## src/rtl/mix_columns_multicycle.sv

```systemverilog
// mix_columns_multicycle
//   Forward AES MixColumns for the encryption datapath. Accepts one 128-bit
//   state through a valid/ready handshake, mixes COLS_PER_CYCLE columns per
//   BUSY cycle with shared per-column xtime logic and returns the mixed state
//   through a second valid/ready handshake. With mix_en_i=0 the state is
//   passed through unchanged (AES final round).
//
// Ports
//   clk_i     in   1    clock, rising edge
//   reset_i   in   1    synchronous, active-high reset
//   v_i       in   1    input state valid
//   ready_o   out  1    block can accept (transfer on v_i & ready_o)
//   mix_en_i  in   1    1: MixColumns, 0: pass-through
//   state_i   in   128  input state, column-major, byte k = state_i[127-8k -: 8]
//   v_o       out  1    result valid
//   ready_i   in   1    consumer accepts (transfer on v_o & ready_i)
//   data_o    out  128  result, same byte order as state_i
//
// Parameter
//   COLS_PER_CYCLE  1, 2 or 4 columns mixed per BUSY cycle

module mix_columns_multicycle #(
    parameter int COLS_PER_CYCLE = 1
) (
    input  logic         clk_i,
    input  logic         reset_i,
    input  logic         v_i,
    output logic         ready_o,
    input  logic         mix_en_i,
    input  logic [127:0] state_i,
    output logic         v_o,
    input  logic         ready_i,
    output logic [127:0] data_o
);

    localparam int N_BUSY = 4 / COLS_PER_CYCLE;
    localparam int COL_W  = (N_BUSY > 1) ? $clog2(N_BUSY) : 1;
    localparam logic [COL_W-1:0] LAST_COL = COL_W'(N_BUSY - 1);

    typedef enum logic [1:0] {IDLE, BUSY, DONE} state_t;

    state_t              r_state;
    state_t              w_next;
    logic [COL_W-1:0]    r_col;
    // Element 0 is the most significant word, so index c selects column c.
    logic [0:3][31:0]    r_in;
    logic [0:3][31:0]    r_res;
    logic [0:3][31:0]    w_busy_res;
    logic                r_mix_en;
    logic                w_accept;

    function automatic logic [7:0] xtime(input logic [7:0] x);
        return {x[6:0], 1'b0} ^ (x[7] ? 8'h1B : 8'h00);
    endfunction

    function automatic logic [31:0] mix_col(input logic [31:0] col);
        logic [7:0] a0, a1, a2, a3;
        logic [7:0] x0, x1, x2, x3;
        logic [7:0] b0, b1, b2, b3;
        a0 = col[31:24];
        a1 = col[23:16];
        a2 = col[15:8];
        a3 = col[7:0];
        x0 = xtime(a0);
        x1 = xtime(a1);
        x2 = xtime(a2);
        x3 = xtime(a3);
        // 3a is xtime(a)^a
        b0 = x0 ^ (x1 ^ a1) ^ a2 ^ a3;
        b1 = a0 ^ x1 ^ (x2 ^ a2) ^ a3;
        b2 = a0 ^ a1 ^ x2 ^ (x3 ^ a3);
        b3 = (x0 ^ a0) ^ a1 ^ a2 ^ x3;
        return {b0, b1, b2, b3};
    endfunction

    assign ready_o  = (r_state == IDLE) && !reset_i;
    assign v_o      = (r_state == DONE) && !reset_i;
    assign data_o   = r_res;
    assign w_accept = v_i && ready_o;

    always_comb begin
        w_next = r_state;
        case (r_state)
            IDLE:    if (w_accept) w_next = mix_en_i ? BUSY : DONE;
            BUSY:    if (r_col == LAST_COL) w_next = DONE;
            DONE:    if (ready_i) w_next = IDLE;
            default: w_next = IDLE;
        endcase
    end

    // Only the current column group is rewritten; the rest of the result holds.
    always_comb begin
        w_busy_res = r_res;
        for (int j = 0; j < COLS_PER_CYCLE; j++) begin
            w_busy_res[2'(int'(r_col) * COLS_PER_CYCLE + j)] =
                r_mix_en ? mix_col(r_in[2'(int'(r_col) * COLS_PER_CYCLE + j)])
                         : r_in[2'(int'(r_col) * COLS_PER_CYCLE + j)];
        end
    end

    always_ff @(posedge clk_i) begin
        if (reset_i) begin
            r_state  <= IDLE;
            r_col    <= '0;
            r_in     <= '0;
            r_res    <= '0;
            r_mix_en <= 1'b0;
        end else begin
            r_state <= w_next;
            case (r_state)
                IDLE: begin
                    if (w_accept) begin
                        r_in     <= state_i;
                        r_mix_en <= mix_en_i;
                        r_col    <= '0;
                        if (!mix_en_i) r_res <= state_i;
                    end
                end
                BUSY: begin
                    r_res <= w_busy_res;
                    r_col <= r_col + COL_W'(1);
                end
                default: ;
            endcase
        end
    end

endmodule
```

## config.mk

```make
export PLATFORM = sky130hd
export DESIGN_NAME = mix_columns_multicycle
export DESIGN_NICKNAME = d
export VERILOG_FILES = /design/src/rtl/mix_columns_multicycle.sv
export SDC_FILE = /design/constraint.sdc
export NUM_CORES = 1
export LEC_CHECK = 0
export BUFFER_PORTS_ARGS = -buffer_cell sky130_fd_sc_hd__buf_4
export CORE_AREA = 2 2 245 126
export CTS_CLUSTER_SIZE = 10
export DETAILED_ROUTE_END_ITERATION = 6
export DIE_AREA = 0 0 247 128
export MAX_ROUTING_LAYER = met4
export PLACE_DENSITY = 0.73
export SLEW_MARGIN = 20
export SYNTH_ARGS = -nofsm -noshare
export SYNTH_HDL_FRONTEND = slang
export SYNTH_SLANG_ARGS = --single-unit
```

## constraint.sdc

```tcl
create_clock -name clk_i -period 3 [get_ports clk_i]
set_input_delay 0.45 -clock clk_i [delete_from_list [all_inputs] [get_ports clk_i]]
set_output_delay 0.45 -clock clk_i [all_outputs]
set_load 0.005 [all_outputs]
```

==> results of run 1 <==
==> logic make-up (layout without fill, tap and decap cells) <==
kind of cell / Yosys count / after routing
AOI/OAI and AO/OA: 472 / 472
xor gates and xnor gates: 73 / 73
adders and majority gates: 4 / 4
buffers and inverters: 163 / 361
DFF: 261 / 261
muxes: 33 / 33
and+or+nand+nor: 413 / 413
==> power breakdown <==
group | internal (W) | total, W | switching (W)
Combinational | 0.00114 | 0.00268 | 0.00154
Clock | 0.00180 | 0.00322 | 0.00142
Sequential | 0.00372 | 0.00392 | 0.000193
Total | 0.00667 | 0.00982 | 0.00315
==> state kept, by name, indices dropped and copies added (netlist names) <==
| name | flops |
|---|---|
| r_in | 128 |
| r_col | 2 |
| r_state | 2 |
| r_mix_en | 1 |
| data_o | 128 |
==> layer usage <==
metal / GRT usage (%) / vias up / share of wire, %
met3: 9.36 / 138 / 15
li1: - / 5631 / -
met5: - / - / 0
met2: 46.0 / 1094 / 42
met1: 47.7 / 6413 / 40
met4: 10.8 / 0 / 3.3
==> per-stage QoR <==
step           util [%]  worst slack [ps]  hold WS (ps)  std cells  power (W)
3_3_place_gp       52.5               242           440       1983    0.00651
3_5_place_dp       52.5               148           450       1983    0.00655
2_1_floorplan         -               581           433       1419    0.00547
4_1_cts            55.2               124          83.1       2016    0.00973
5_1_grt            55.2              3.69          92.6       2016     0.0101
6_report           55.2               134          92.2       2016    0.00982
==> what timing repair did <==
action	CTS	global route
gates resized for setup	0	1
buffers inserted	0	0
endpoints found under the setup margin	0	2
==> path summary, 6_finish.rpt <==
check               endpoint  slack, ps
hold reg to reg     r_in[57]        460
setup / recovery  data_o[48]        130
setup reg to reg  data_o[48]        130
hold / removal      r_in[54]         90
==> area by class of cell <==
type                            count  share of cell area, %
Timing Repair Buffer              325                   15.7
Tap cell                          399                   3.05
Multi-Input combinational cell    995                   44.4
Sequential cell                   261                   32.0
Clock inverter                      1                 0.0535
Inverter                            3                 0.0994
Clock buffer                       32                   4.76
==> placed cells by master, fill, tap and decap left out, types with 4 or more instances in the layout <==
cell type / count
sky130_fd_sc_hd__nor2_1: 58
sky130_fd_sc_hd__buf_4: 315
sky130_fd_sc_hd__a2111oi_1: 4
sky130_fd_sc_hd__o22ai_1: 40
sky130_fd_sc_hd__xnor3_1: 32
sky130_fd_sc_hd__xor2_1: 15
sky130_fd_sc_hd__a211oi_1: 48
sky130_fd_sc_hd__o221ai_1: 62
sky130_fd_sc_hd__xor3_1: 9
sky130_fd_sc_hd__xnor2_2: 5
sky130_fd_sc_hd__dfxtp_1: 259
sky130_fd_sc_hd__a21oi_1: 4
sky130_fd_sc_hd__or2_2: 4
sky130_fd_sc_hd__a221oi_1: 78
sky130_fd_sc_hd__nand2_1: 304
sky130_fd_sc_hd__nor4b_1: 24
sky130_fd_sc_hd__clkbuf_16: 31
sky130_fd_sc_hd__buf_12: 10
sky130_fd_sc_hd__a2111oi_2: 20
sky130_fd_sc_hd__mux4_2: 32
sky130_fd_sc_hd__xor2_2: 6
sky130_fd_sc_hd__ha_1: 4
sky130_fd_sc_hd__o21ai_0: 208
sky130_fd_sc_hd__nand2b_1: 4
==> synth_stat cells (all sizes together), types with 2 or more instances <==
master / instances / area, um^2
clkbuf: 129 / 485
inv: 2 / 7.51
nor4b: 25 / 219
xnor2: 8 / 145
o22ai: 42 / 263
buf: 31 / 240
a21oi: 6 / 30.0
xor3: 9 / 214
nor3: 3 / 15.0
nor2: 60 / 225
a211oi: 48 / 360
o221ai: 62 / 543
mux4: 32 / 721
a2111oi: 24 / 340
a21o: 2 / 15.0
ha: 4 / 50.1
or3b: 3 / 26.3
dfxtp: 261 / 5230
a222oi: 2 / 20.0
nor3b: 2 / 15.0
and3: 2 / 12.5
o21ai: 208 / 1040
or2: 4 / 25.0
a221oi: 78 / 683
nand2: 304 / 1140
nand2b: 5 / 31.3
xnor3: 35 / 792
xor2: 21 / 229
or3: 3 / 18.8
==> critical path: cells and delay by family (launching register included) <==
kind	cells	cell delay, ps
buf+inv	1	320
mux	1	690
flops	1	530
compound gates	1	310
xor+xnor	2	900
==> metrics.json, run 1 <==
{
  "post-route-period-util_pct": 95.5,
  "synth_cell_type_count": 43,
  "initial_antenna_violation_count": 0,
  "synth-main-ff-cell": "sky130_fd_sc_hd__dfxtp_1",
  "cts_stage_hold_buffer_count": 0,
  "route.detailed.wl_per_inst_um": 26.4,
  "cp_data_required_time_ps": 3460,
  "drv_slew": 0,
  "register_area_um2": 5230,
  "fp-row-count": 45,
  "grt_pass1_wl_um": 78300,
  "num-nets-final": 1753,
  "kind_of_capture_point_of_the_worst_setup_path": "flop",
  "ys_async_sr_fraction_pct": 0,
  "portBuffers": 262,
  "grt_setup_unrepaired": "no",
  "timing.critical_path.cells": "buf_4 -> mux4_2 -> xor2_1 -> xnor3_1 -> a221oi_1",
  "result_of_the_run": "finished with violations",
  "post_drt_via_cell_ratio": 6.59,
  "clock-sinks": 261,
  "synthCells": 1419,
  "cts_root_buf": "sky130_fd_sc_hd__clkbuf_16",
  "critical-path-max-stage-delay_ps": 690,
  "largest_family_of_logic_cells_by_synthesized_area": "compound AO/OA/AOI/OAI gates",
  "synth.avg_cell_area_um2": 9.28,
  "floorplan.die_area_um2": 31600,
  "i_o_pin_count": 263,
  "timing.slew.headroom_pct": 31.0,
  "final.setup.tns_ps": 0,
  "placed_cell_area_um2": 15600,
  "min-delay-start": "state_i[54]",
  "cellPowerDensity_nw_per_um2": 600,
  "tightestPinTransition_ps": 1030,
  "drcViolationCount": 10,
  "post_synth_and_or_nand_nor_area_fraction_pct": 13.3,
  "timing.hold.worst_path_depth": 3,
  "crit_path_max_fanout": 13,
  "synth_warnings": 0,
  "final.setup_skew_ps": 17.7,
  "skew_pair_late_insertion_delay_ps": 570,
  "routed-via-count": 13300,
  "drtPass1Iterations": 7,
  "timing.max_cap.violations": 0,
  "antennaDiodeCount": 0,
  "die_height_um": 128,
  "p_leak_nw": 6.54,
  "design.core.area_um2": 29700,
  "clk_pin_slew_ps": 60,
  "post_route_cells_drive_above_1_share_pct": 27.6,
  "hold_path_class": "input port to flop",
  "filler_cell_count": 2620,
  "number_of_storage_elements_in_the_synthesis_netlist": 261,
  "period_minus_slack_ps": 2870,
  "worstPathArrival_ps": 3320,
  "drtAntennaViolNets": 0,
  "die_w_um": 247,
  "post_synth_instance_area_um2": 13200,
  "synthesized_area_fraction_occupied_by_ao_oa_aoi_and_oai_cells_pct": 25.0,
  "timing.rr.start": "r_col[1]",
  "hpwlAfterDp_um": 36700,
  "multi_input_comb_area_um2": 7270,
  "worst_setup_path_startpoint": "r_col[1]",
  "gpl.final_weighted_congestion": 0.957,
  "muxShareOfSynthArea_pct": 5.56,
  "max_freq_mhz": 349,
  "drt_iter0_markers": 2056,
  "ys_seq_area_share_pct": 39.7,
  "global_route.overflow_total": 0,
  "h-tree-depth": 1,
  "deepest_clock_path_buffer_count": 3,
  "synth_adder_area_share_pct": 0.380,
  "worst-r2r-cell-count": 5,
  "num_cts_buffers": 30,
  "first_global_vias": 12400,
  "timing_hold_violations_final": 0,
  "grt_util_all_layers_pct": 33.7,
  "post_synth_xor_area_fraction_pct": 10.5,
  "criticalPathCategory": "flop to flop",
  "syn_to_final_growth_pct": 24.3,
  "final_area_um2": 16400,
  "setup_viol": 0,
  "grt_start_max_net_pins": 163,
  "failing_checks": "design-rule violations",
  "max-vdd-ir-drop_uv": 495,
  "critical_path.slowest_cell": "sky130_fd_sc_hd__mux4_2",
  "total_length_of_routed_wires_um": 53300,
  "syn-num-nets": 1556,
  "effective_utilization_at_floorplan_pct": 44.4,
  "count_of_flip_flops_with_a_built_in_enable_after_synthesis": 0,
  "setup.worst_path.start_class": "flop",
  "cts_tree": "done"
}
Note: power is estimated with default switching activity, not from simulation.
==> inputs of run 2 (changes only) <==
PLACE_DENSITY = 0.76   (was 0.73)
REMOVE_ABC_BUFFERS = 1   (was default)
clock period = 2.3 ns   (was 3 ns; I/O delays follow)
==> metrics.json, run 2 (synthesized netlist as in run 1, its figures left out) <==
{
  "portBuffers": {"value": 262, "change": "unchanged"},
  "post-route-period-util": {"value": 113, "unit": "%", "change": "+17 points"},
  "final_cell_mix": "sky130_fd_sc_hd__buf_4 (395), sky130_fd_sc_hd__nand2_1 (304), sky130_fd_sc_hd__dfxtp_1 (259)",
  "timing_hold_violations_final": {"value": 2, "change": "+2"},
  "period_minus_slack": {"value": 2590, "unit": "ps", "change": "-273 ps"},
  "power.switching_fraction": {"value": 32.9, "unit": "%", "change": "+0.86 points"},
  "die_height": {"value": 128, "unit": "um", "change": "unchanged"},
  "gpl.final_weighted_congestion": {"value": 0.964, "change": "+0.77%"},
  "clock_power_share": {"value": 29.8, "unit": "%", "change": "-3.0 points"},
  "setup.worst_path.start_class": "flop",
  "grt_util_all_layers": {"value": 36.3, "unit": "%", "change": "+2.6 points"},
  "routed-via-count": {"value": 14500, "change": "+9.3%"},
  "setup_viol": {"value": 122, "change": "+122"},
  "grt_start_max_net_pins": {"value": 84, "change": "-48%"},
  "failing_checks": "negative hold slack, negative setup slack",
  "route.detailed.wl_per_inst": {"value": 26.2, "unit": "um", "change": "-1.0%"},
  "first_global_vias": {"value": 14100, "change": "+13%"},
  "total_length_of_routed_wires": {"value": 58400, "unit": "um", "change": "+9.5%"},
  "num_cts_buffers": {"value": 30, "change": "unchanged"},
  "power_switching": {"value": 0.00476, "unit": "W", "change": "+51%"},
  "cellPowerDensity": {"value": 734, "unit": "nW/um^2", "change": "+22%"},
  "max-vdd-ir-drop": {"value": 575, "unit": "uV", "change": "+16%"},
  "setup_slack": {"value": -294, "unit": "ps", "change": "-427 ps"},
  "cts_tree": "done",
  "timing.max_cap.violations": {"value": 0, "change": "unchanged"},
  "global_route.overflow_total": {"value": 0, "change": "unchanged"},
  "proportion_of_power_drawn_by_combinational_gates": {"value": 35.0, "unit": "%", "change": "+7.7 points"},
  "syn_to_final_growth_pct": 49.7,
  "post_route_cells_drive_above_1_share": {"value": 40.4, "unit": "%", "change": "+13 points"},
  "drt_iter0_markers": {"value": 2406, "change": "+17%"},
  "skew_pair_late_insertion_delay": {"value": 580, "unit": "ps", "change": "about the same"},
  "worstPathArrival": {"value": 3070, "unit": "ps", "change": "-250 ps"},
  "tightestPinTransition": {"value": 871, "unit": "ps", "change": "-164 ps"},
  "grt_pass1_wl": {"value": 84800, "unit": "um", "change": "+8.3%"},
  "effective_utilization_at_floorplan": {"value": 44.4, "unit": "%", "change": "unchanged"},
  "hold-worst-slack": {"value": -1.77, "unit": "ps", "change": "-94.0 ps"},
  "i_o_pin_count": {"value": 263, "change": "unchanged"},
  "num-nets-final": {"value": 1967, "change": "+12%"},
  "criticalPathCategory": "flop to flop",
  "drcViolationCount": {"value": 0, "change": "-10"},
  "crit_path_max_fanout": {"value": 7, "change": "-6"},
  "result_of_the_run": "finished with violations",
  "design.core.area": {"value": 29700, "unit": "um^2", "change": "unchanged"},
  "grt_setup_unrepaired": "yes",
  "max_freq": {"value": 386, "unit": "MHz", "change": "+11%"},
  "clk_pin_slew": {"value": 60, "unit": "ps", "change": "about the same"},
  "utilization": {"value": 66.4, "unit": "%", "change": "+11 points"},
  "final.setup_skew": {"value": 10.6, "unit": "ps", "change": "-7.19 ps"},
  "floorplan.die_area": {"value": 31600, "unit": "um^2", "change": "unchanged"},
  "deepest_clock_path_buffer_count": {"value": 3, "change": "unchanged"},
  "kind_of_capture_point_of_the_worst_setup_path": "flop",
  "cp_data_required_time": {"value": 2770, "unit": "ps", "change": "-690 ps"},
  "most_frequent_standard_cell_in_the_layout_excluding_fill_and_tap_cells": "sky130_fd_sc_hd__buf_4",
  "initial_antenna_violation_count": {"value": 0, "change": "unchanged"},
  "power.internal": {"value": 0.00970, "unit": "W", "change": "+45%"},
  "hpwlAfterDp": {"value": 37700, "unit": "um", "change": "+2.8%"},
  "drv_slew": {"value": 0, "change": "unchanged"},
  "drtAntennaViolNets": {"value": 0, "change": "unchanged"},
  "clock-sinks": {"value": 261, "change": "unchanged"},
  "p_leak": {"value": 8.08, "unit": "nW", "change": "+24%"},
  "pwr-share-seq": {"value": 35.3, "unit": "%", "change": "-4.6 points"},
  "antennaDiodeCount": {"value": 0, "change": "unchanged"},
  "drtPass1Iterations": {"value": 6, "change": "-1"},
  "power": {"value": 0.0145, "unit": "W", "change": "+47%"},
  "cts_root_buf": "sky130_fd_sc_hd__clkbuf_16",
  "hold_path_class": "input port to flop",
  "die_w": {"value": 247, "unit": "um", "change": "unchanged"},
  "timing.slew.headroom": {"value": 42.0, "unit": "%", "change": "+11 points"},
  "filler_cell_count": {"value": 2164, "change": "-17%"},
  "fp-row-count": {"value": 45, "change": "unchanged"},
  "post_drt_via_cell_ratio": {"value": 6.51, "change": "-1.2%"},
  "h-tree-depth": {"value": 1, "change": "unchanged"}
}
==> run 2: changes by cell type in the layout (fill, tap and decap cells not counted), sizes merged <==
cell	delta
clkbuf	+1
buf	+148
clkinvlp	+1
inv	-1
dlygate4sd3	+65
==> run 2: worst max-delay path: stages, from the launching register on <==
cell                        delay, ps
sky130_fd_sc_hd__dfxtp_4          390
sky130_fd_sc_hd__buf_12           160
sky130_fd_sc_hd__buf_12           140
sky130_fd_sc_hd__mux4_2           600
sky130_fd_sc_hd__xnor2_2          270
sky130_fd_sc_hd__xnor3_2          600
sky130_fd_sc_hd__a2111oi_4        320
==> run 2: area by class of cell <==
type	instances	area [um^2]	area share, %
Multi-Input combinational cell	995	8360	42.4
Sequential cell	261	5230	26.6
Timing Repair Buffer	539	4790	24.3
Clock buffer	32	790	4.01
Tap cell	399	499	2.53
Inverter	3	20.0	0.102
Clock inverter	1	8.76	0.0445
==> run 2: path summary, 6_finish.rpt <==
path / from / end / slack, ps / cells past startpoint
worst min-delay path: state_i[38] / r_in[38] / -2 / 3
worst min register to register: r_in[104] / r_in[104] / 460 / 2
worst max-delay path: r_col[0] / data_o[60] / -290 / 6
worst max register to register: r_col[0] / data_o[60] / -290 / 6
==> run 2: metrics by stage <==
stage	setup slack [ps]	cells	instance area (um^2)	setup TNS, ps	hold slack, ps
detailed placement	-243	2061	16400	-11980	448
global route	-328	2230	19700	-22730	10.5
finish	-294	2230	19700	-17460	-1.77
CTS	-212	2203	19100	-9720	0.629
global placement	-154	2061	16400	-6610	442
floorplan	-16720	1259	12400	-2433530	414
==> run 2: power groups by stage <==
| stage | logic, W | clock network [W] | registers (W) |
|---|---|---|---|
| global placement | 0.00351 | 0 | 0.00516 |
| finish | 0.00505 | 0.00430 | 0.00510 |
| floorplan | 0.00198 | 0 | 0.00513 |
| global route | 0.00522 | 0.00447 | 0.00511 |
| detailed placement | 0.00358 | 0 | 0.00517 |
| CTS | 0.00433 | 0.00425 | 0.00507 |
==> run 2: per-layer routing <==
layer  vias to the layer above  share of wire [%]  GRT usage (%)
met5                         -                  0              -
met4                         0                3.2           12.4
li1                       6070                  -              -
met1                      6961                 40           50.3
met2                      1300                 43           51.1
met3                       176                 15           9.65
==> run 2: timing repair <==
action,in CTS,in global routing
pin swaps,39,21
hold endpoints to repair,65,0
buffers inserted,49,28
resized for setup,155,76
endpoints found under the setup margin,124,127
cloned,0,1
hold buffers,65,0
